$ cat src/rtl/adder_subtractor_seq.sv
// Multi-cycle adder/subtractor: CHUNK bits per clock, LSB chunk first, carry held between chunks.
// Result and flags are published together with the one-cycle done pulse.
module adder_subtractor_seq #(
    parameter int WIDTH = 16,
    parameter int CHUNK = 4
) (
    input  logic             clk,
    input  logic             rst,
    input  logic             start,
    input  logic             sub,
    input  logic [WIDTH-1:0] a,
    input  logic [WIDTH-1:0] b,
    output logic             busy,
    output logic             done,
    output logic [WIDTH-1:0] result,
    output logic             carry,
    output logic             overflow,
    output logic             zero
);
    localparam int NCYC = WIDTH / CHUNK;
    localparam int CW   = (NCYC > 1) ? $clog2(NCYC) : 1;
    localparam logic [CW-1:0] CNT_LOAD = CW'(NCYC - 1);

    typedef enum logic {S_IDLE, S_RUN} state_t;

    state_t           r_state;
    logic [WIDTH-1:0] r_a;
    logic [WIDTH-1:0] r_b;
    logic [WIDTH-1:0] r_sum;
    logic             r_carry;
    logic             r_a_msb;
    logic             r_b_msb;
    logic [CW-1:0]    r_cnt;

    logic [CHUNK-1:0] w_chunk_sum;
    logic             w_chunk_cout;
    logic [WIDTH-1:0] w_chunk_ext;
    logic [WIDTH-1:0] w_sum_next;
    logic             w_last;
    logic             w_ovf;

    assign {w_chunk_cout, w_chunk_sum} = {1'b0, r_a[CHUNK-1:0]}
                                       + {1'b0, r_b[CHUNK-1:0]}
                                       + {{CHUNK{1'b0}}, r_carry};

    always_comb begin
        w_chunk_ext              = '0;
        w_chunk_ext[CHUNK-1:0]   = w_chunk_sum;
    end

    // Operands shift right each chunk; new sum bits enter from the top so the
    // accumulated word is aligned once the last chunk lands.
    assign w_sum_next = (r_sum >> CHUNK) | (w_chunk_ext << (WIDTH - CHUNK));
    assign w_last     = (r_cnt == '0);
    assign w_ovf      = (r_a_msb == r_b_msb) && (w_sum_next[WIDTH-1] != r_a_msb);

    always_ff @(posedge clk or posedge rst) begin
        if (rst) begin
            r_state  <= S_IDLE;
            r_a      <= '0;
            r_b      <= '0;
            r_sum    <= '0;
            r_carry  <= 1'b0;
            r_a_msb  <= 1'b0;
            r_b_msb  <= 1'b0;
            r_cnt    <= '0;
            busy     <= 1'b0;
            done     <= 1'b0;
            result   <= '0;
            carry    <= 1'b0;
            overflow <= 1'b0;
            zero     <= 1'b0;
        end else begin
            done <= 1'b0;
            case (r_state)
                S_IDLE: begin
                    if (start) begin
                        r_a     <= a;
                        r_b     <= b ^ {WIDTH{sub}};
                        r_carry <= sub;
                        r_a_msb <= a[WIDTH-1];
                        r_b_msb <= b[WIDTH-1] ^ sub;
                        r_sum   <= '0;
                        r_cnt   <= CNT_LOAD;
                        busy    <= 1'b1;
                        r_state <= S_RUN;
                    end
                end
                S_RUN: begin
                    r_a     <= r_a >> CHUNK;
                    r_b     <= r_b >> CHUNK;
                    r_carry <= w_chunk_cout;
                    r_sum   <= w_sum_next;
                    r_cnt   <= r_cnt - CW'(1);
                    if (w_last) begin
                        busy     <= 1'b0;
                        done     <= 1'b1;
                        result   <= w_sum_next;
                        carry    <= w_chunk_cout;
                        overflow <= w_ovf;
                        zero     <= (w_sum_next == '0);
                        r_state  <= S_IDLE;
                    end
                end
                default: r_state <= S_IDLE;
            endcase
        end
    end
endmodule

$ cat config.mk
export PLATFORM = sky130hd
export DESIGN_NAME = adder_subtractor_seq
export DESIGN_NICKNAME = d
export VERILOG_FILES = /design/src/rtl/adder_subtractor_seq.sv
export SDC_FILE = /design/constraint.sdc
export NUM_CORES = 1
export LEC_CHECK = 0
export ABC_CLOCK_PERIOD_IN_PS = 3100
export BUFFER_PORTS_ARGS = -buffer_cell sky130_fd_sc_hd__buf_2
export CAP_MARGIN = 10
export CORE_MARGIN = 4
export CORE_UTILIZATION = 46
export DETAILED_ROUTE_END_ITERATION = 8
export HOLD_SLACK_MARGIN = 0.03
export PLACE_DENSITY = 0.75
export SLEW_MARGIN = 25
export SYNTH_ARGS = -nofsm -noshare
export SYNTH_HDL_FRONTEND = slang
export SYNTH_SLANG_ARGS = --single-unit
$ cat constraint.sdc
create_clock -name clk -period 3.1 [get_ports clk]
set_clock_uncertainty 0.2 [all_clocks]
set_input_delay 0.31 -clock clk [delete_from_list [all_inputs] [get_ports clk]]
set_output_delay 0.31 -clock clk [all_outputs]
set_load 0.02 [all_outputs]
== After elaboration in Yosys (flattened, before gate mapping) ==
Cells that the tools add are included.
Storage, ports and cells
  output and inout bits: 21
  input bits: 36
  bits in registers: 75
  logic and storage cells: 49
Operators by class
  add/sub/neg operators: 3
  equality and inequality tests: 4
  mux-type cells: 18
  reductions and logical operators: 6
  bitwise logic cells: 4
Operators with widths (count)
  16-bit one-hot mux with 2 select lines: 3
  16-bit two-way mux: 3
  16-bit logical NOT: 1
  12-bit by 16-bit OR with 16-bit output: 1
  16-bit bitwise XOR: 1
  1-bit two-way mux: 7
  1-bit one-hot mux with 2 select lines: 3
  2-bit AND reduction: 3
  4-bit by 4-bit adder with 5-bit output: 1
  5-bit by 1-bit adder with 5-bit output: 1
  2-bit one-hot mux with 2 select lines: 1
  2-bit logical NOT: 1
  2-bit two-way mux: 1
  2-bit by 1-bit inequality test with 1-bit output (second input constant): 1
  2-bit inequality test (second input constant): 1
  2-bit by 1-bit subtractor with 2-bit output (second input constant): 1
  1-bit == test: 1
  1-bit logical AND: 1
  1-bit inequality test: 1
  1-bit NOT: 1
  1-bit bitwise XOR: 1

== Logic depth before layout (Yosys ltp) ==
  depth in word-level cells: 5
  depth in mapped cells: 7
  depth with buffers taken out: 7

== Worst setup path before layout ==
OpenSTA, ideal clock, no wires.
  path type: register to register
  start: register r_a[0]
  end: register zero
  buffers on the path: 0
  stages on the path, launching flop included: 8
  data required time: 2.805 ns
  period minus slack after synthesis: 2.111 ns
  data arrival time: 1.815 ns
  slack: 0.989 ns
  setup time: 0.095 ns
  cells stage by stage: dfrtp_1 inv_1 fa_1 inv_1 fa_1 nor4b_1 nand4_1 o31ai_1
On the way
  word-level cells in the longest chain between the ends: 4
RTL lines
  start, declared: RTL line 27  | logic [WIDTH-1:0] r_a;
  start signal, assigned: RTL line 90  | r_a <= r_a >> CHUNK;
  4-bit by 4-bit adder with 5-bit output: RTL line 43  | + {1'b0, r_b[CHUNK-1:0]}
  5-bit by 1-bit adder with 5-bit output: RTL line 44  | + {{CHUNK{1'b0}}, r_carry};
  net w_chunk_ext[1]: RTL line 37  | logic [WIDTH-1:0] w_chunk_ext;
  12-bit by 16-bit OR with 16-bit output: RTL line 53  | assign w_sum_next = (r_sum >> CHUNK) | (w_chunk_ext << (WIDTH - CHUNK));
  16-bit logical NOT: RTL line 101  | zero <= (w_sum_next == '0);
  end signal, assigned: RTL line 101
  end, declared: RTL line 18  | output logic zero
The timed path passes the listed nets, and every way through them passes these cells.
A chain may end at the register's enable or synchronous reset.

== Worst setup path after layout ==
Ends and elaborated chain as after synthesis.

==> impl_metrics.json <==
{
  "ios": 57,
  "netlist_area_um2": 3230,
  "cts_buffer_depth": 2,
  "yosysTopAreaCellShare_pct": 54.9,
  "clockPowerShare_pct": 20.6,
  "drv_slew": 0,
  "ys_seq_area_share_pct": 54.9,
  "power_switching_share_pct": 37.7,
  "endpoint_kind": "flip-flop",
  "hold_end": "r_b[14]",
  "yosys.area.top_type": "dfrtp_1",
  "crit_type": "reg -> reg",
  "grt_pass1_wl_mm": 10.9,
  "wl_met2_mm": 2.95,
  "syn_area_per_cell_um2": 9.60,
  "ys_async_sr_fraction_pct": 100,
  "clkLatencyLatePin_ns": 0.35,
  "drc": 0,
  "num_antenna_cells": 0,
  "synthesis.nets": 379,
  "wirelength_mm": 6.35,
  "cp.arrival_ns": 2.38,
  "hold_viol_final": 0,
  "core_um2": 6790,
  "initial_core_util_pct": 47.6,
  "grt_max_degree": 87,
  "antenna_found_initial": 0,
  "cts_tree": "done",
  "critPathMaxStageDelay_ns": 0.45,
  "antenna_left": 0,
  "period_minus_slack_ns": 2.33,
  "ctsHoldBuffers": 5,
  "yosysUniqueCellTypes": 33,
  "globalplace.congestion": 0.877,
  "hpwl_mm": 4.34,
  "rsz0062_at_grt": "no",
  "grt_pass1_vias": 2358,
  "io_buffers": 56,
  "ctsHtreeMaxLevel": 3,
  "min_from": "b[14]",
  "dieArea_um2": 8440,
  "cp-start-kind": "flip-flop",
  "max_slew.worst_pin.slew_ns": 0.724,
  "ys.warnings.count": 0,
  "cp_slowest_cell": "fa_1",
  "status": "completed",
  "dp_cells": 473,
  "cts_sinks": 71,
  "path_cells": "inv_1, fa_1, inv_1, fa_1, nor4b_1, nand4_1, o31ai_1",
  "setup_tns_ns": 0,
  "topRoutingLayerUsed": "met4",
  "finalNonFillerCells": 494,
  "wl_met1_mm": 2.92,
  "post_cts_buffers": 0,
  "pwr-share-comb_pct": 35.3,
  "multi_input_area_um2": 1340,
  "max_freq_ghz": 0.430,
  "drive_gt1_share_pct": 20.1,
  "cap_violations": 0,
  "dieWidth_um": 91.9,
  "cts.repair.resized": 0,
  "synth-seq-cells": 71,
  "seqCellArea_um2": 1780,
  "post-route-period-util_pct": 75.1,
  "rows": 30,
  "hold_slack_ns": 0.0470,
  "fp.dieH_um": 91.9,
  "fillers": 606,
  "track_usage_pct": 16.4,
  "cts_made_buffers": 9,
  "first_pass_iters": 4,
  "regToRegStartpoint": "r_a[0]",
  "maxSlewHeadroom_pct": 51.8,
  "r2r_end": "zero",
  "synth_most_common_cell": "nand2_1",
  "wl_met3_um": 320,
  "r2r_slack_ns": 0.77,
  "vias_per_cell": 4.86,
  "cts_root_buffer": "clkbuf_8",
  "crit_fanout": 3,
  "globalRouteOverflowTotal": 0,
  "p_sw_mw": 1.30,
  "wire_per_inst_um": 12.9,
  "rr_worst_depth": 7,
  "synth_area_leaders": "dfrtp_1, nand2_1, o21ai_0, mux2i_1, xnor2_1",
  "drt_iter0_drc": 101,
  "power_density_nw_per_um2": 898,
  "synth_edf_count": 0,
  "hold_path_depth": 3,
  "crit_required_ns": 3.15,
  "layout.nets": 435,
  "syn2layout_area_growth_pct": 18.8,
  "p_seq_share_pct": 44.0,
  "vias": 2400,
  "path_clk_slew_ns": 0.07,
  "power_mw": 3.45,
  "synth_ff_type": "dfrtp_1",
  "setup_viol_count_final": 0,
  "synthTopCellsByCount": "nand2_1, dfrtp_1, o21ai_0, mux2i_1, xnor2_1",
  "hp-class": "in -> reg",
  "p_int_mw": 2.15,
  "syn_inst": 337,
  "ir_drop_mv": 0.336,
  "p_leak_nw": 1.90
}
## sequential cells by signal, summed over array words and instances (netlist names)
| signal | count |
|---|---|
| r_sum | 12 |
| result | 16 |
| r_a_msb | 1 |
| busy | 1 |
| r_b | 16 |
| done | 1 |
| overflow | 1 |
| r_a | 16 |
| zero | 1 |
| r_state | 1 |
| r_carry | 1 |
| carry | 1 |
| r_cnt | 2 |
| r_b_msb | 1 |
## cells by family after synthesis
group / after synthesis / share of synthesized area [%]
XOR/XNOR: 17 / 4.60
adder cells (fa/ha/maj): 6 / 2.79
buffers and inverters: 29 / 3.67
AND/OR/NAND/NOR: 129 / 16.9
flip-flops: 71 / 54.9
multiplexers: 19 / 5.92
AO/OA/AOI/OAI: 66 / 11.2
## power groups by stage
stage               clock network, mW  registers (mW)  logic, mW
floorplan                           0            1.61      0.786
global placement                    0            1.52       1.18
detailed placement                  0            1.54       1.23
CTS                             0.733            1.53       1.24
global route                    0.772            1.57       1.40
finish                          0.712            1.52       1.22
## through the flow
| step | cell area [µm²] | setup slack (ns) | utilization (%) |
|---|---|---|---|
| after global placement | 3600 | 0.906 | 52.9 |
| after CTS | 3840 | 0.767 | 56.6 |
| after floorplan | 3230 | 0.793 | - |
| after global routing | 3840 | 0.585 | 56.6 |
| final | 3840 | 0.772 | 56.6 |
| after detailed placement | 3600 | 0.795 | 52.9 |
## worst max-delay path, delay by kind of cell (launching register included)
family / cells / cell delay (ns)
AOI/OAI and AO/OA: 1 / 0.24
adders and majority gates: 2 / 0.89
buffers and inverters: 2 / 0.14
DFF: 1 / 0.35
and+or+nand+nor: 2 / 0.41
## worst max-delay path by stage
stage	start	to	slack (ns)	depth (start not counted)
5_1_grt	r_a[0]	zero	0.58	7
3_3_place_gp	r_a[0]	zero	0.91	7
6_report	r_a[0]	zero	0.77	7
4_1_cts	r_a[0]	zero	0.77	7
3_5_place_dp	r_a[0]	zero	0.79	7
2_1_floorplan	rst	busy	0.79	1
## layout make-up
type / count / area share (%)
Clock buffer: 14 / 4.75
Clock inverter: 2 / 0.326
Inverter: 8 / 0.782
Multi-Input combinational cell: 237 / 34.8
Sequential cell: 71 / 46.3
Tap cell: 96 / 3.13
Timing Repair Buffer: 66 / 9.90
## cell usage in the layout, fill, tap and decap left out, drive strengths merged, types with 2 or more instances in the layout
| master | count |
|---|---|
| a211oi | 5 |
| a21o | 2 |
| a21oi | 5 |
| buf | 61 |
| clkbuf | 14 |
| clkinv | 2 |
| dfrtp | 71 |
| dlygate4sd3 | 5 |
| fa | 2 |
| ha | 4 |
| inv | 7 |
| mux2i | 18 |
| nand2 | 93 |
| nand2b | 12 |
| nor2 | 14 |
| nor3 | 2 |
| nor4 | 2 |
| o21ai | 48 |
| o31ai | 2 |
| xnor2 | 17 |
## metal layers
metal	track usage, %	vias up
met5	0	-
met4	7.43	0
met3	4.59	13
met2	25.9	54
met1	20.9	1118
li1	-	1215
(Power assumes the default switching activity.)
